## src/rtl/duck_pos_arbiter.sv

```systemverilog
// Round-robin arbiter that lets two duck requesters share one position generator.
// Moore FSM IDLE -> START -> WAIT -> DONE; a generator that never answers is abandoned after TIMEOUT WAIT cycles.
module duck_pos_arbiter #(
    parameter logic [7:0]        TIMEOUT = 8'd200,
    parameter logic signed [9:0] HIDE_Y  = -10'sd10
) (
    input  logic               clk,
    input  logic               reset,
    input  logic               req1,
    input  logic               req2,
    output logic               gen_start,
    input  logic               gen_done,
    input  logic [9:0]         gen_x,
    input  logic signed [9:0]  gen_y,
    output logic               ack1,
    output logic               ack2,
    output logic [9:0]         pos_x1,
    output logic [9:0]         pos_x2,
    output logic signed [9:0]  pos_y1,
    output logic signed [9:0]  pos_y2,
    output logic               busy,
    output logic               err,
    output logic [1:0]         o_dbg_state
);

    // Handshake: req1/req2 are levels held until the matching one-cycle ack;
    // gen_start is a one-cycle request, gen_done a one-cycle answer carrying gen_x/gen_y.
    typedef enum logic [1:0] {
        S_IDLE  = 2'd0,
        S_START = 2'd1,
        S_WAIT  = 2'd2,
        S_DONE  = 2'd3
    } state_t;

    localparam logic [7:0] LP_WAIT_LAST = TIMEOUT - 8'd1;

    state_t             r_state;
    logic               r_grant2;
    logic               r_last2;
    logic [7:0]         r_wait_cnt;
    logic               r_err;
    logic [9:0]         r_pos_x1;
    logic [9:0]         r_pos_x2;
    logic signed [9:0]  r_pos_y1;
    logic signed [9:0]  r_pos_y2;
    logic               w_pick2;

    // Duck 2 wins when alone, or on a tie when duck 1 was served last.
    assign w_pick2 = req2 & (~req1 | ~r_last2);

    always_ff @(posedge clk) begin
        if (reset) begin
            r_state    <= S_IDLE;
            r_grant2   <= 1'b0;
            r_last2    <= 1'b1;
            r_wait_cnt <= 8'd0;
            r_err      <= 1'b0;
            r_pos_x1   <= 10'd0;
            r_pos_x2   <= 10'd0;
            r_pos_y1   <= HIDE_Y;
            r_pos_y2   <= HIDE_Y;
        end else begin
            r_err <= 1'b0;
            case (r_state)
                S_IDLE: begin
                    if (req1 | req2) begin
                        r_grant2 <= w_pick2;
                        r_state  <= S_START;
                    end
                end
                S_START: begin
                    r_wait_cnt <= 8'd0;
                    r_state    <= S_WAIT;
                end
                S_WAIT: begin
                    // An answer on the final allowed cycle still counts as success.
                    if (gen_done) begin
                        if (r_grant2) begin
                            r_pos_x2 <= gen_x;
                            r_pos_y2 <= gen_y;
                        end else begin
                            r_pos_x1 <= gen_x;
                            r_pos_y1 <= gen_y;
                        end
                        r_state <= S_DONE;
                    end else if (r_wait_cnt == LP_WAIT_LAST) begin
                        r_err   <= 1'b1;
                        r_last2 <= r_grant2;
                        r_state <= S_IDLE;
                    end else begin
                        r_wait_cnt <= r_wait_cnt + 8'd1;
                    end
                end
                S_DONE: begin
                    r_last2 <= r_grant2;
                    r_state <= S_IDLE;
                end
                default: r_state <= S_IDLE;
            endcase
        end
    end

    assign gen_start   = (r_state == S_START);
    assign ack1        = (r_state == S_DONE) & ~r_grant2;
    assign ack2        = (r_state == S_DONE) &  r_grant2;
    assign busy        = (r_state != S_IDLE);
    assign err         = r_err;
    assign pos_x1      = r_pos_x1;
    assign pos_x2      = r_pos_x2;
    assign pos_y1      = r_pos_y1;
    assign pos_y2      = r_pos_y2;
    assign o_dbg_state = r_state;

endmodule

```

## config.mk

```make
export PLATFORM = sky130hd
export DESIGN_NAME = duck_pos_arbiter
export DESIGN_NICKNAME = d
export VERILOG_FILES = /design/src/rtl/duck_pos_arbiter.sv
export SDC_FILE = /design/constraint.sdc
export NUM_CORES = 1
export LEC_CHECK = 0
export CAP_MARGIN = 10
export CORE_AREA = 2 2 76 78
export DETAILED_ROUTE_END_ITERATION = 8
export DIE_AREA = 0 0 78 80
export PLACE_DENSITY = 0.74
export SLEW_MARGIN = 20
export SYNTH_ARGS = -nofsm -noshare
export SYNTH_HDL_FRONTEND = slang
export SYNTH_SLANG_ARGS = --single-unit
```

## constraint.sdc

```tcl
create_clock -name clk -period 1.8 [get_ports clk]
set_clock_uncertainty 0.05 [all_clocks]
set_input_delay 0.27 -clock clk [delete_from_list [all_inputs] [get_ports clk]]
set_output_delay 0.27 -clock clk [all_outputs]
set_load 0.02 [all_outputs]
```

Word-level counts from Yosys, hierarchy flattened
Cells that the tools add are included.

storage, ports and cells
  input port bits = 25
  word-level logic and storage cells = 50
  output and inout port bits = 47
  bits in registers = 53

cells by class
  bitwise logic cells = 9
  add/subtract/negate cells = 1
  equal/unequal tests = 9
  reductions and logical operators = 11
  muxes and demuxes = 11

operators by type and width
  kind                 number
  $mux 8               2
  $pmux 8 s2           1
  $reduce_and 3->1     4
  $add 8x1->8 const B  1
  $eq 8x8->1 const B   1
  $ne 2x2->1 const B   4
  $pmux 2 s4           1
  $mux 2               3
  $reduce_bool 2->1    3
  $eq 2x2->1 const B   2
  $not 1->1            4
  $reduce_and 2->1     2
  $and 1x1->1          3
  $mux 1               3
  $ne 3x3->1 const B   1
  $reduce_or 3->1      1
  $eq 2x1->1 const B   1
  $logic_not 2->1      1
  $or 1x1->1           2
  $pmux 1 s2           1

Longest topological paths before layout
  depth after elaboration = 4
  mapped depth = 6
  mapped depth without buffers = 5

Worst setup path before layout
No wires, ideal clock.

  kind = register -> register
  start point = register r_state[1] (netlist: o_dbg_state[1])
  end point = register r_wait_cnt[7]
  arrival = 1.621 ns
  data required time = 1.680 ns
  slack = 0.059 ns
  period minus slack after synthesis = 1.741 ns
  stages on the path, launching flop included = 6
  setup time = 0.070 ns
  buffers on the path = 1
  cell sequence = dfxtp_1 buf_6 nor3b_4 nand4_4 or4_1 a21boi_1

between the ends
  word-level cells in the longest chain between the ends = 3
  elaborated cells between the ends (all ways) = 7

RTL lines
  element                                                    line  RTL
  from (decl)                                                37    state_t r_state;
  from (signal assigned)                                     53    r_state <= S_IDLE;
  from (signal assigned)                                     68    r_state <= S_START;
  from (signal assigned)                                     73    r_state <= S_WAIT;
  $eq 2x2->1 or $eq 2x1->1 (tied branches)                   64    case (r_state)
  $ne 2x2->1 (no line) or $reduce_bool 2->1 (tied branches)  n/a
  $reduce_and 3->1 (no line)                                 n/a
  to (signal assigned)                                       91    r_wait_cnt <= r_wait_cnt + 8'd1;
  to (decl)                                                  40    logic [7:0] r_wait_cnt;

Several ways; a longest one is shown, not always the timed one.
A chain may end at the register's enable or synchronous reset.

Final worst setup path
  start point = register r_wait_cnt[0]
  end point = register r_wait_cnt[0]

between the ends
  word-level cells in the longest chain between the ends = 4
  elaborated cells between the ends (all ways) = 7

RTL lines
  element      line  RTL
  $add 8x1->8  91
  $mux 8       86    end else if (r_wait_cnt == LP_WAIT_LAST) begin
  $mux 8       77    if (gen_done) begin
  $pmux 8 s2   64

Several ways; a longest one is shown, not always the timed one. The select of a mux whose other input is x is not followed.

==> results by group <==
Run status
  • Status: completed

GRT
  • Vias in the first global route: 1859
  • Total gr overflow: 0
  • First-pass GRT wire length: 8690 um
  • Total GRT Usage: 0.176
  • Initial antenna violation count: 0
  • Pin count of the biggest net entering global routing: 55

Setup path
  • Worst setup SP type: register
  • Cells along the critical path: ha_2, nand4b_1, or4b_4, a21oi_2, o21ba_2
  • Worst setup path class: register to register
  • Crit path max fanout: 3
  • Critical path capture point type: register
  • Reg-to-reg slack, setup: 0.04 ns
  • Largest stage delay on the critical path: 0.62 ns
  • Reg2reg start: r_wait_cnt[0]$_SDFFE_PP0P_
  • Slowest-stage cell, CP: or4b_4
  • Req. time, crit path: 2.00 ns
  • Worst Reg-to-Reg Cells: 5
  • Critical path arrival: 1.96 ns
  • Worst R2R End: r_wait_cnt[0]$_SDFFE_PP0P_

Clock network
  • Clock root cell: clkbuf_8
  • CTS tree: yes
  • Worst skew pair latency: 0.30 ns
  • H-tree levels: 2
  • Num CTS Buffers: 5
  • Clock transition at path regs: 0.09 ns
  • CTS max path bufs: 2
  • Hold buffer count at CTS: 0
  • # clock sinks: 53

STA
  • Max Fclk: 0.567 GHz
  • Fin. max-slew vios: 0
  • Slew margin rel.: 0.723
  • Worst Max-Slew Pin Slew: 0.412 ns
  • Period minus WS final: 1.76 ns
  • Fin. Hold Viols: 0
  • Final setup viols: 0
  • Period utilization: 0.980
  • Final Worst Setup Slack: 0.0363 ns

Place
  • Post-Place Cell Area: 3020 um^2
  • Dpl hpwl: 3620 um
  • # port buffers: 71
  • Dpl cells: 395
  • Pre-CTS setup slack: -0.0704 ns
  • Routability cong.: 0.830

Detailed routing
  • First-pass iteration count of the detailed router: 4
  • DR vias: 2013
  • DRC violations left: 0
  • Drt first-iter violations: 132
  • Antenna Violating Nets Remaining: 0
  • Via density per instance: 4.98
  • Final wirelength: 5340 um
  • DR WL/cell: 13.2 um

Power and ir drop
  • Net Switching: 588 uW
  • Comb power frac: 0.146
  • Total design power: 2390 uW
  • Flop pwr share: 0.519
  • Switching part of the total: 0.246
  • Internal power: 1800 uW
  • Cell Pwr Density: 759 nW/um^2
  • Clock group share of total power: 0.335
  • Leakage: 0.00120 uW
  • Max VDD drop: 0.407 mV

Worst hold path
  • Hold path endpoint: pos_y2[3]$_SDFFE_PP0P_
  • Depth of the worst hold-timing path: 2
  • Hold path start: pos_y2[3]$_SDFFE_PP0P_
  • Tightest Hold Check Type: register to register

Floorplan
  • Io pins: 72
  • Die area: 6240 um^2
  • Initial Utilization: 0.397
  • Die width: 78 um
  • Row count: 27
  • Die Ht: 80 um
  • Core area: 5410 um^2

Yosys
  • Syn nets: 281
  • Post-Synth Simple-Gate Area: 0.327
  • Main combinational cell family by area after synthesis: simple AND/OR/NAND/NOR gates
  • Syn_area_per_cell: 8.41 um^2
  • Post-synthesis mux area share: 0.00991
  • Post-Synth Adder-Cell Area: 0.00583
  • Synth Area in Compound Gates: 0.115
  • Seq/Total Area, Yosys: 0.494
  • Synthesized area: 2150 um^2
  • Number of synthesized register bits: 53
  • Xor and xnor area share after synthesis: 0.00408
  • Cell count after synthesis: 255
  • Yosys warns: 0
  • Distinct cells, synth: 40

Final layout
  • Most frequent cells in the layout: nand2_1 (88), clkdlybuf4s50_1 (67), dfxtp_1 (48)
  • Util after Layout: 0.583
  • Number of diodes: 0
  • FILL cells: 511
  • Nets: 357
  • Design area: 3150 um^2
  • Ratio of cells with drive above 1 in the final layout: 0.117
  • Synthesis-to-layout area growth: 46.9%
  • Fin cells: 404
  • Most common cell after layout, fill and taps aside: nand2_1

Job
  • Max-cap viol count: 0
## logic make-up (layout without fill, tap and decap cells)
| family | count (synthesis) | in the layout |
|---|---|---|
| muxes | 2 | 2 |
| buffers and inverters | 19 | 96 |
| DFF | 53 | 53 |
| AOI/OAI and AO/OA | 42 | 42 |
| xor gates and xnor gates | 1 | 1 |
| adders and majority gates | 1 | 1 |
| and+or+nand+nor | 137 | 137 |
## cells in the mapped netlist, drive strengths merged
master | count | area (um^2)
a21boi | 2 | 15.0
or4 | 2 | 15.0
o32ai | 1 | 8.76
a21oi | 28 | 140
and3 | 3 | 20.0
mux2i | 1 | 10.0
nand4b | 1 | 8.76
clkbuf | 12 | 45.0
inv | 3 | 11.3
o21ai | 2 | 10.0
nor3 | 4 | 20.0
or2b | 1 | 7.51
and2b | 1 | 8.76
mux2 | 1 | 11.3
nand3 | 2 | 10.0
a2111oi | 1 | 8.76
nor2 | 7 | 26.3
o21a | 1 | 7.51
xor2 | 1 | 8.76
nor4 | 1 | 6.26
nor4b | 1 | 23.8
o21ba | 1 | 10.0
nand2b | 2 | 12.5
ha | 1 | 12.5
o31ai | 2 | 15.0
nand2 | 88 | 330
a211oi | 1 | 7.51
dfxtp | 53 | 1060
o211ai | 2 | 15.0
nand3b | 17 | 128
nor3b | 2 | 26.3
or4b | 2 | 23.8
buf | 4 | 38.8
nand4 | 3 | 33.8
a32oi | 1 | 8.76
## worst max-delay path, delay by kind of cell, from the launching register on
family	cells	cell delay, ns
AO/OA/AOI/OAI	2	0.29
flip-flops	1	0.35
AND/OR/NAND/NOR	2	0.84
adder cells (fa/ha/maj)	1	0.18
## power by group through the flow
stage               Combinational, uW  Sequential [uW]  Clock, uW
floorplan                         146             1290          0
global placement                  351             1270          0
detailed placement                354             1270          0
CTS                               349             1240        821
global route                      376             1250        875
finish                            348             1240        801
## per-stage QoR
step | hold WS [ns] | TNS [ns]
floorplan | 0.341 | 0
global placement | 0.391 | -0.0696
detailed placement | 0.397 | -0.107
CTS | 0.410 | 0
global route | 0.437 | -0.00612
finish | 0.411 | 0
## registers in the layout, summed over array words and instances, names as in the netlist
signal	cells
pos_y1	10
o_dbg_state	2
r_wait_cnt	8
r_grant2	1
pos_x2	10
pos_y2	10
pos_x1	10
err	1
r_last2	1
## timing repair
action / in CTS / in global routing
gates resized for setup: 8 / 6
endpoints found under the setup margin: 5 / 3
buffers inserted: 0 / 1
endpoints found under the hold margin: 0 / 0
pin swaps: 0 / 4
## worst max path at each step
stage | startpoint | endpoint | cells past startpoint
3_3_place_gp | gen_done | r_wait_cnt[7]$_SDFFE_PP0P_ | 5
2_1_floorplan | o_dbg_state[1]$_SDFFE_PP0P_ | r_wait_cnt[7]$_SDFFE_PP0P_ | 5
3_5_place_dp | gen_done | r_wait_cnt[7]$_SDFFE_PP0P_ | 5
5_1_grt | r_wait_cnt[0]$_SDFFE_PP0P_ | r_wait_cnt[0]$_SDFFE_PP0P_ | 5
4_1_cts | r_wait_cnt[0]$_SDFFE_PP0P_ | r_wait_cnt[0]$_SDFFE_PP0P_ | 5
6_report | r_wait_cnt[0]$_SDFFE_PP0P_ | r_wait_cnt[0]$_SDFFE_PP0P_ | 5
## layer usage
layer  track usage  routed length (um)  vias to the layer above
met2         0.287                2490                       62
met1         0.224                2420                      936
met4        0.0579                  71                        0
li1              -                   -                     1009
met3        0.0532                 359                        6
met5             0                   0                        -
## area by class of cell
class	count	area (um^2)	area share
Tap cell	72	90.1	0.0286
Clock buffer	6	72.6	0.0230
Sequential cell	53	1070	0.339
Timing Repair Buffer	85	861	0.273
Inverter	3	11.3	0.00357
Multi-Input combinational cell	183	1010	0.320
Clock inverter	2	38.8	0.0123
Power figures use the tool's default switching activity.
==> edit 1: new RTL, same settings <==
Reset style: asynchronous (`reset`), changed in one clocked block.
--- a/src/rtl/duck_pos_arbiter.sv
+++ b/src/rtl/duck_pos_arbiter.sv
@@ -49,5 +49,5 @@
     assign w_pick2 = req2 & (~req1 | ~r_last2);
 
-    always_ff @(posedge clk) begin
+    always_ff @(posedge clk or posedge reset) begin
         if (reset) begin
             r_state    <= S_IDLE;
Function: differs if reset is asserted again (counterexample within 4 cycles, from zero or initial values and one cycle with reset high); with reset held inactive, the same outputs for 10 cycles.
==> edit 1 against the original RTL <==
  * Core utilization grew 2.1 points
  * Routed wire length shrank 16%
  * Maximum frequency grew 0.16%
  * Count of clock-buffer cells in the layout is the same
  * Sequential share of layout area grew 7.4 points
  * Area after synthesis grew 1.5%
  * Synthesized cell count shrank 40%
  * Worst hold slack lost 140 ps
  * Sequential cell count is the same
  * Worst setup slack gained 2.8 ps
  * Cell area grew 3.5%
Power is not compared: it rests on default switching activity, and its combinational part moved more than twofold at a synthesized area within 25%.
==> edit 1: results (changes against the original RTL) <==
status:
  run_status: "complete, no violations"  # unchanged
detailed_routing:
  wirelength_um: 4480  # was 5340 um
  vias_per_cell: 4.81  # was 4.98
  firstDrtPassIters: 2  # was 4
  first_iter_violations: 62  # was 132
critical_path:
  cp-startpoint: "pos_y2[8]"  # was r_wait_cnt[0]
  cpLargestDelayFamily: "buffers and inverters"  # was simple AND/OR/NAND/NOR gates
  crit_path_end: "pos_y2[8]"  # was r_wait_cnt[0]
  cp_data_arrival_time_ps: 1440  # was 1960 ps
  cp_slowest_cell: "clkdlybuf4s50_1"  # was or4b_4
  crit-reg2reg-launch: "r_wait_cnt[1]"  # was r_wait_cnt[0]
  r2r-end: "r_wait_cnt[5]"  # was r_wait_cnt[0]
  cp_slowest_stage_delay_ps: 610
  worst-path-max-fanout: 2  # was 3
cells_and_area:
  fillers: 464  # was 511
  layout-drive-gt1-share: 0.378  # was 0.117
  fin_nets: 271  # was 357
global_route:
  track_usage: 0.150  # was 0.176
  grt_pass1_wl_um: 7310  # was 8690 um
  grt_max_degree: 54  # was 55
  grt_pass1_vias: 1588  # was 1859
yosys:
  synthArstFlopShare: 1.00  # was 0
  ys_seq_area_frac: 0.619  # was 0.494
  ys.flop_type: "dfrtp_1"  # was dfxtp_1
  synth.distinct_cells: 32  # was 40
  syn_nets: 180  # was 281
  synth.top_cells.by_area: "dfrtp_1 (41%), mux2_2 (21%), dfstp_2 (21%)"  # was dfxtp_1 (49%), nand2_1 (15%), a21oi_1 (6.5%)
place:
  dp_slack_ps: -160  # was -70.4 ps
  dp_hpwl_um: 3240  # was 3620 um
  placed_cell_area_mm2: 0.00313  # was 0.00302 mm^2
  place_congestion: 0.784  # was 0.830
timing:
  setup_ws_ps: 39.1  # was 36.3 ps
  slew_headroom: 0.819  # was 0.723
hold_path:
  min_path_type: "in2async"  # was reg2reg
power:
  peakVddDrop_mv: 0.783
edit 1: cells by family after synthesis:
kind of cell    after synthesis  share of synthesized area
mux                          43                      0.221
compound gates               12                     0.0420
buf+inv                       9                     0.0190
xor+xnor                      2                    0.00805
flops                        53                      0.619
fa+ha+maj                     1                    0.00575
simple gates                 34                     0.0851
edit 1: worst register-to-register path: cells and delay by family, from the launching register on:
family	cells	cell delay, ps
compound gates	2	340
flops	1	410
fa+ha+maj	1	210
simple gates	2	650
edit 1: worst min-delay path by stage:
stage                        startpoint             to  slack (ps)  cells after the start
after floorplan                    req1       r_grant2         320                      1
after global placement    r_wait_cnt[7]  r_wait_cnt[7]         420                      1
after detailed placement  r_wait_cnt[7]  r_wait_cnt[7]         430                      1
after CTS                         reset      pos_x2[7]         280                      3
after global routing              reset      pos_y2[3]         300                      3
final                             reset      pos_x2[5]         270                      3
edit 1: where the power goes:
part | leakage [uW] | switching [uW] | internal, uW | total [uW]
Clock | 0.0000567 | 382 | 361 | 743
Sequential | 0.000624 | 289 | 1860 | 2140
Combinational | 0.000820 | 1290 | 1520 | 2810
edit 1: cell type report:
class / count / area, um^2 / area share
flip-flops and latches: 53 / 1350 / 0.414
repair buffers: 89 / 905 / 0.277
multi-input cells: 92 / 796 / 0.244
clock buffers: 6 / 93.8 / 0.0288
well taps: 72 / 90.1 / 0.0276
inverters: 4 / 15.0 / 0.00460
clock inverters: 2 / 13.8 / 0.00422
edit 1: repair_timing:
item | 4_1_cts | 5_1_grt
gates resized for setup | 5 | 12
setup endpoints to repair | 5 | 14
cloned | 0 | 0
setup buffers | 0 | 1
edit 1: per-stage QoR:
stage	std cells	total power, uW	TNS, ps	hold slack, ps
2_1_floorplan	154	3630	0	317
3_3_place_gp	309	5000	-748	418
3_5_place_dp	309	5070	-1090	433
4_1_cts	317	5800	0	283
5_1_grt	318	6050	-1.37	300
6_report	318	5700	0	269
edit 1: layer usage:
metal,share of wire,vias to the layer above,global-route usage,wire length (um)
li1,-,731,-,-
met1,0.45,747,0.196,2020
met2,0.49,49,0.244,2180
met3,0.052,2,0.0294,234
met4,0.0092,0,0.0632,41
met5,0,-,0,0
==> edit 2: new RTL, config.mk and constraints unchanged <==
Made on the original files. Set the parameter `TIMEOUT` to 8'd128 (it was 8'd200).
--- a/src/rtl/duck_pos_arbiter.sv
+++ b/src/rtl/duck_pos_arbiter.sv
@@ -2,5 +2,5 @@
 // Moore FSM IDLE -> START -> WAIT -> DONE; a generator that never answers is abandoned after TIMEOUT WAIT cycles.
 module duck_pos_arbiter #(
-    parameter logic [7:0]        TIMEOUT = 8'd200,
+    parameter logic [7:0]        TIMEOUT = 8'd128,
     parameter logic signed [9:0] HIDE_Y  = -10'sd10
 ) (
Behaviour: same outputs for any inputs over 10 cycles, from zero or initial values and one cycle with reset high; that may be too few to reach the edited logic, so the function may still have changed.
==> edit 2 against the original RTL <==
  * Power is 8.3% lower
  * Register-to-register slack better by 140 ps
  * Sequential cell count stayed put
  * Area after synthesis is 1.6% lower
  * First-iteration DRC count is 14% lower
  * Combinational power is 8.9% lower
  * Routed wire length is 7.0% lower
  * Worst setup slack better by 83 ps
  * Worst hold slack worse by 2.0 ps
  * Count of clock-buffer cells in the layout stayed put
  * Cell area is 3.0% lower
  * Final cell count stayed put
  * Largest cell class unchanged
  * Largest power group unchanged
==> edit 2: results (changes against the original RTL) <==
cts:
  cts.reportedPaths.clkPinSlew_ps: 90  # about the same
  cts_resized: 7  # was 8
  cts_setup_buffers: 0  # unchanged
  cts_buffers: 5  # unchanged
  clk-insertion-delay-late_ps: 300  # about the same
  h-tree-depth: 2  # unchanged
  ctsLongestPathBuffers: 2  # unchanged
global_route:
  grt_max_degree: 33  # was 55
  track_usage: 0.167  # was 0.176
  grt_pass1_vias: 1906  # was 1859
  grt_pass1_wl_um: 8470  # was 8690 um
  antenna_found_initial: 0  # unchanged
detailed_routing:
  wirelength_um: 4970  # was 5340 um
  firstDrtPassIters: 4  # unchanged
  first_iter_violations: 114  # was 132
  num_vias: 2003  # was 2013
  wl_per_cell_um: 12.3  # was 13.2 um
power:
  power_combinational_uw: 317  # was 348 uW
  p_sw_frac: 0.253  # was 0.246
  leakagePower_uw: 0.00117  # was 0.00120 uW
  peakVddDrop_mv: 0.425  # was 0.407 mV
  power_frac_clock: 0.295  # was 0.335
cells_and_area:
  fin_nets: 357  # unchanged
  fillers: 499  # was 511
  layout-drive-gt1-share: 0.0753  # was 0.117
  num_antenna_cells: 0  # unchanged
yosys:
  synth.top_cells.by_count: "nand2_1 (85), dfxtp_1 (53), a21oi_1 (27)"  # was nand2_1 (88), dfxtp_1 (53), a21oi_1 (28)
  synth.top_cells.by_area: "dfxtp_1 (50%), nand2_1 (15%), a21oi_1 (6.4%)"  # was dfxtp_1 (49%), nand2_1 (15%), a21oi_1 (6.5%)
  synthArstFlopShare: 0  # unchanged
  syn_avg_cell_area_um2: 8.21  # was 8.41 um^2
  syn_nets: 283  # was 281
  ys_seq_area_frac: 0.503  # was 0.494
  synth.distinct_cells: 34  # was 40
  ys.warnings.count: 0  # unchanged
critical_path:
  cp_slowest_stage_delay_ps: 630
  reg2reg_slack_ps: 180  # was 40 ps
  crit-reg2reg-launch: "r_wait_cnt[0]"  # unchanged
  cp_slowest_cell: "clkdlybuf4s50_1"  # was or4b_4
  r2r-end: "o_dbg_state[1]"  # was r_wait_cnt[0]
  reg2reg_depth: 5  # unchanged
  cpLargestDelayFamily: "buffers and inverters"  # was simple AND/OR/NAND/NOR gates
  cp_data_arrival_time_ps: 1360  # was 1960 ps
  worst-path-max-fanout: 11  # was 3
hold_path:
  hold_end: "pos_y2[3]"  # unchanged
  min_path_type: "reg2reg"  # unchanged
  holdPathStages: 2  # unchanged
timing:
  slew_headroom: 0.766  # was 0.723
  whs_ps: 409  # was 411 ps
status:
  run_status: "complete, no violations"  # unchanged
place:
  place_congestion: 0.795  # was 0.830
  port_buffers: 71  # unchanged
  dpl.cell_count: 396  # was 395
  dp_hpwl_um: 3560  # was 3620 um
==> edit 2: cell types whose count changed after synthesis, moves of 3 or more <==
cell      delta
nand3_1     +10
buf_2        +3
clkbuf_1     -3
a31oi_1      +4
nand2_1      -3
==> edit 2: worst max-delay path by stage <==
stage,from,to,slack (ps),depth (start not counted)
after floorplan,o_dbg_state[1],r_wait_cnt[5],110,5
after global routing,r_wait_cnt[0],r_wait_cnt[5],70,6
after detailed placement,gen_done,r_wait_cnt[7],-30,6
after global placement,gen_done,r_wait_cnt[7],20,6
final,o_dbg_state[1],o_dbg_state[1],120,1
after CTS,o_dbg_state[1],o_dbg_state[1],100,1
==> edit 2: kinds of logic after synthesis <==
family,count (synthesis),synth area share
simple gates,144,0.333
flops,53,0.503
compound gates,39,0.110
buf+inv,18,0.0397
mux,2,0.00948
fa+ha+maj,1,0.00593
==> edit 2: area by class of cell <==
cell class	instances	area (um^2)	area share
repair buffers	82	838	0.274
well taps	72	90.1	0.0295
inverters	3	11.3	0.00368
clock buffers	6	72.6	0.0237
clock inverters	2	15.0	0.00491
flip-flops and latches	53	1060	0.348
multi-input cells	186	966	0.316
==> edit 2: layer usage <==
metal,up-vias,global-route usage,routed length [um]
met1,914,0.202,2250
li1,1018,-,-
met2,61,0.291,2340
met4,0,0.0632,87
met3,10,0.0351,289
met5,-,0,0
==> edit 2: stage by stage <==
stage / total power [uW] / worst slack (ps) / utilization / instance area [um^2]
final: 2190 / 119 / 0.566 / 3060
after floorplan: 1410 / 105 / - / 2110
after detailed placement: 1580 / -29.9 / 0.550 / 2970
after CTS: 2220 / 100 / 0.566 / 3060
after global placement: 1580 / 16.3 / 0.550 / 2970
after global routing: 2310 / 66.8 / 0.566 / 3060
